==> src/rtl/axi_wr_burst_ctrl.sv <==
`default_nettype none
// axi_wr_burst_ctrl: slave-side AXI write burst walker, one SRAM-style write per W beat, one B per burst.
// Revision 1.0
module axi_wr_burst_ctrl #(
    parameter int ADDR_W = 32,
    parameter int DATA_W = 32,
    parameter int ID_W   = 8,
    parameter int LEN_W  = 4
) (
    input  logic                  ACLK,
    input  logic                  ARESETn,
    input  logic [ID_W-1:0]       AWID,
    input  logic [ADDR_W-1:0]     AWADDR,
    input  logic [LEN_W-1:0]      AWLEN,
    input  logic [2:0]            AWSIZE,
    input  logic [1:0]            AWBURST,
    input  logic                  AWVALID,
    output logic                  AWREADY,
    input  logic [DATA_W-1:0]     WDATA,
    input  logic [DATA_W/8-1:0]   WSTRB,
    input  logic                  WLAST,
    input  logic                  WVALID,
    output logic                  WREADY,
    output logic [ID_W-1:0]       BID,
    output logic [1:0]            BRESP,
    output logic                  BVALID,
    input  logic                  BREADY,
    output logic                  mem_we,
    output logic [ADDR_W-1:0]     mem_addr,
    output logic [DATA_W-1:0]     mem_wdata,
    output logic [DATA_W/8-1:0]   mem_wstrb
);
    localparam logic [2:0] MAX_SIZE = 3'($clog2(DATA_W / 8));

    typedef enum logic [1:0] {
        IDLE = 2'd0,
        DATA = 2'd1,
        RESP = 2'd2
    } state_t;

    state_t              state;
    logic [ID_W-1:0]     id_q;
    logic [ADDR_W-1:0]   cur_addr;
    logic [LEN_W-1:0]    len_q;
    logic [LEN_W-1:0]    cnt;
    logic [2:0]          size_q;
    logic [1:0]          burst_q;
    logic                err;
    logic                fatal;

    logic                beat;
    logic                last_beat;
    logic                wrap_len_ok;
    logic                aw_fatal;
    logic [ADDR_W-1:0]   incr;
    logic [ADDR_W-1:0]   wrap_mask;
    logic [ADDR_W-1:0]   next_addr;

    assign AWREADY   = (state == IDLE);
    assign WREADY    = (state == DATA);
    assign BVALID    = (state == RESP);
    assign BID       = id_q;
    assign BRESP     = (BVALID && (err || fatal)) ? 2'b10 : 2'b00;

    assign beat      = WVALID && (state == DATA);
    assign last_beat = (cnt == len_q);

    // Fatal bursts are still drained beat by beat, only the memory strobe is suppressed.
    assign mem_we    = beat && !fatal;
    assign mem_addr  = cur_addr;
    assign mem_wdata = WDATA;
    assign mem_wstrb = WSTRB;

    assign wrap_len_ok = (AWLEN == LEN_W'(1)) || (AWLEN == LEN_W'(3)) ||
                         (AWLEN == LEN_W'(7)) || (AWLEN == LEN_W'(15));
    assign aw_fatal    = (AWBURST == 2'b11) || (AWSIZE > MAX_SIZE) ||
                         ((AWBURST == 2'b10) && !wrap_len_ok);

    always_comb begin
        incr      = ADDR_W'(1) << size_q;
        wrap_mask = ((ADDR_W'(len_q) + ADDR_W'(1)) << size_q) - ADDR_W'(1);
        next_addr = cur_addr;
        case (burst_q)
            2'b01:   next_addr = (cur_addr & ~(incr - ADDR_W'(1))) + incr;
            2'b10:   next_addr = (cur_addr & ~wrap_mask) | ((cur_addr + incr) & wrap_mask);
            default: next_addr = cur_addr;
        endcase
    end

    always_ff @(posedge ACLK or negedge ARESETn) begin
        if (!ARESETn) begin
            state    <= IDLE;
            id_q     <= '0;
            cur_addr <= '0;
            len_q    <= '0;
            cnt      <= '0;
            size_q   <= '0;
            burst_q  <= '0;
            err      <= 1'b0;
            fatal    <= 1'b0;
        end else begin
            case (state)
                IDLE: begin
                    if (AWVALID) begin
                        id_q     <= AWID;
                        cur_addr <= AWADDR;
                        len_q    <= AWLEN;
                        size_q   <= AWSIZE;
                        burst_q  <= AWBURST;
                        cnt      <= '0;
                        err      <= 1'b0;
                        fatal    <= aw_fatal;
                        state    <= DATA;
                    end
                end
                DATA: begin
                    if (beat) begin
                        cnt      <= cnt + LEN_W'(1);
                        cur_addr <= next_addr;
                        // The beat count, not WLAST, terminates the burst.
                        if (WLAST != last_beat)
                            err <= 1'b1;
                        if (last_beat)
                            state <= RESP;
                    end
                end
                RESP: begin
                    if (BREADY)
                        state <= IDLE;
                end
                default: state <= IDLE;
            endcase
        end
    end
endmodule
`default_nettype wire
==> config.mk <==
export PLATFORM = sky130hd
export DESIGN_NAME = axi_wr_burst_ctrl
export DESIGN_NICKNAME = d
export VERILOG_FILES = /design/src/rtl/axi_wr_burst_ctrl.sv
export SDC_FILE = /design/constraint.sdc
export NUM_CORES = 1
export LEC_CHECK = 0
export CAP_MARGIN = 20
export CORE_ASPECT_RATIO = 1.2
export CORE_MARGIN = 2
export CORE_UTILIZATION = 53
export DETAILED_ROUTE_END_ITERATION = 8
export PLACE_DENSITY = 0.95
export SLEW_MARGIN = 25
export SYNTH_ARGS = -nofsm -noshare
export SYNTH_HDL_FRONTEND = slang
export SYNTH_SLANG_ARGS = --single-unit
==> constraint.sdc <==
create_clock -name ACLK -period 5.2 [get_ports ACLK]
set_input_delay 0.78 -clock ACLK [delete_from_list [all_inputs] [get_ports ACLK]]
set_output_delay 0.78 -clock ACLK [all_outputs]
set_load 0.01 [all_outputs]
==> results.md <==
- Status: complete, no violations
- CP required: 5.44 ns
- Wire length per cell: 18.2 um
- Total power: 5.05 mW
- Hold Violations, Final: 0
- Final net count: 963
- Critical path type: flop to flop
- Cell family with most CP delay: compound AO/OA/AOI/OAI gates
- Synth area leaders: dfrtp_1 24%, nand2_1 7.5%, buf_4 4.7%
- DR pass1 iterations: 7
- Mux cell area share after synthesis: 0.0120
- Initial DRC count: 486
- Cell Chain, Critical Path: nor3b_1 -> inv_1 -> ha_1 -> and4b_1 -> a22o_1 -> nor3b_1 -> nor4_1 -> a311oi_1 -> o21ai_0 -> a31o_2 -> o21ai_0
- PwrDens: 705 mW/mm2
- CTS tree: yes
- DRC: 0
- Synthesized area: 0.00604 mm2
- Worst hold path type: flop to flop
- ANT nets after route: 0
- Post-CTS Resized: 0
- Crit-path max FO: 28
- Mean Syn Cell Area: 7.37 um2
- LEAKAGE: 2.83 nW
- Starting Density: 0.545
- Gpl congestion: 1.01
- Root buf cell: clkbuf_16
- Layout cells sized above 1: 0.0583
- Detail Placement HPWL: 13000 um
- Relative slew margins: 0.375
- Dominant synthesized flop cell: dfrtp_1
- Largest family of logic cells by synthesized area: simple AND/OR/NAND/NOR gates
- Die Width: 101 um
- Max VDD drop: 0.000368 V
- Initial antenna violation count: 0
- Cell taking the most area after synthesis: dfrtp_1
- Row count: 42
- TNS Setup: 0 ns
- XOR/XNOR Fraction of Synth Area: 0.0768
- Flop-to-flop setup slack: 1.02 ns
- Mapped Nets: 930
- Top cells by count, synth: 121 x nand2_1, 76 x nor2_1, 57 x dfrtp_1
- Post-Synth Adder-Cell Area: 0.0406
- Netlist cell types: 84
- Worst-path clk slew: 0.06 ns
- Largest net degree at the start of global routing: 58
- Max Cap Violations: 0
- Seq cells post-synth: 57
- Register area share after synthesis: 0.236
- Core box area: 0.0111 mm2
- Worst Tran Pin Value: 0.934 ns
- Clock buffer depth: 2
- IO Port Bufs: 99
- Compound-Gate Fraction of Synth Area: 0.251
- CTS hold repair buffers: 0
- Ys async rst share: 1.00
- Worst Clk Skew: 0.00526 ns
- Overall routing resource usage: 0.302
- Unrepaired setup endpoints after global routing: false
- Filler cells: 918
- Worst path max stage delay: 0.92 ns
- WL final: 18500 um
- Grt total ovfl: 0
- Final Max Slew Viols: 0
- Routed vias/inst: 6.43
- Final min period: 4.18 ns
- Critical Path Start Type: flop
- Total clock sinks: 57
- Final Cycle Share: 0.804
- Worst Path Buf+Inv: 1
- First-pass GRT wire length: 29700 um
- Mapped Cells: 820
- Synthesis warning total: 0
- Top cell type's share of synthesized area: 0.236
- Crit path capture type: flop
- Die height: 121 um
- H-tree Lvls: 3
- Fmax: 239 MHz
- Total number of vias: 6506
- Slowest CP cell: dfrtp_1
- Simple-gate area share of the yosys netlist: 0.283
- Clk Latency, worst-skew pair: 0.33 ns
- Final setup viols: 0
- # IOs: 173
- Worst Path Arrival: 4.42 ns
- Total CTS buffers: 9
- Vias in the first global route: 6192
- Antenna Cells: 0
- P&R area growth vs syn: 18.4%
- EDFF count, synth: 0
- Most frequent cell after synthesis: nand2_1
- Die Area: 0.0123 mm2
- # Post-CTS Setup Buffers: 0
[worst min-delay path: cells and delay by family (launching register included)]
kind	cells	cell delay [ns]
and+or+nand+nor	2	0.11
DFF	1	0.34
[cell families after synthesis]
| family | after synthesis |
|---|---|
| multiplexers | 7 |
| AND/OR/NAND/NOR | 348 |
| other | 1 |
| AO/OA/AOI/OAI | 221 |
| flip-flops | 57 |
| buffers and inverters | 114 |
| adder cells (fa/ha/maj) | 19 |
| XOR/XNOR | 53 |
[metal layers]
metal	vias up	track usage	wire, um
li1	2992	-	-
met1	3002	0.359	7020
met2	395	0.504	8720
met3	117	0.0507	1600
met4	0	0.179	1130
met5	-	0	0
[final timing paths]
check | end | from | cells past startpoint
worst max-delay path | flop | size_q[2]$_DFFE_PN0P_ | 11
worst min-delay path | BID[5]$_DFFE_PN0P_ | BID[5]$_DFFE_PN0P_ | 2
worst max register to register | flop | size_q[2]$_DFFE_PN0P_ | 11
worst min register to register | BID[5]$_DFFE_PN0P_ | BID[5]$_DFFE_PN0P_ | 2
max in group asynchronous | asynchronous set/reset pin | ARESETn | 2
min in group asynchronous | asynchronous set/reset pin | ARESETn | 2
[where the power goes]
group / internal [mW] / switching [mW] / leakage [nW]
combinational: 1.38 / 1.98 / 1.97
clock: 0.423 / 0.234 / 0.156
sequential: 0.652 / 0.377 / 0.705
[layout by cell type, fill, tap and decap left out, types with 7 or more instances in the layout]
master             n
o21ai_0           54
nand2b_1          15
o31ai_1            8
ha_1              18
nor2b_1           13
nand3_1           28
a21oi_1           40
nand2_1          121
a22o_1             8
a31oi_1           16
nor2_1            76
and3_1             9
o221ai_1           7
xor2_1            21
clkdlybuf4s50_1   98
inv_1             21
dfrtp_1           57
nor4_1             8
nand4_1           13
and2_1            10
xnor2_1           32
or3_1              8
clkbuf_16          9
buf_4             15
o211ai_1          13
nor3_1            19
[final cells by class]
| type | count | area, um2 | share of cell area |
|---|---|---|---|
| Multi-Input combinational cell | 649 | 4030 | 0.563 |
| Clock inverter | 7 | 103 | 0.0143 |
| Inverter | 22 | 82.6 | 0.0115 |
| Clock buffer | 9 | 225 | 0.0315 |
| Sequential cell | 57 | 1430 | 0.199 |
| Timing Repair Buffer | 114 | 1100 | 0.154 |
| Tap cell | 154 | 193 | 0.0269 |
[through the flow]
stage / utilization / hold WS, ns / setup slack [ns] / cells / cell area (um2)
global route: 0.645 / 0.507 / 0.795 / 1012 / 7160
global placement: 0.616 / 0.457 / 1.39 / 996 / 6830
floorplan: - / 0.464 / 1.65 / 820 / 6040
finish: 0.645 / 0.474 / 1.02 / 1012 / 7160
detailed placement: 0.616 / 0.462 / 1.25 / 996 / 6830
CTS: 0.645 / 0.476 / 1.22 / 1012 / 7160
(Power assumes the default switching activity.)
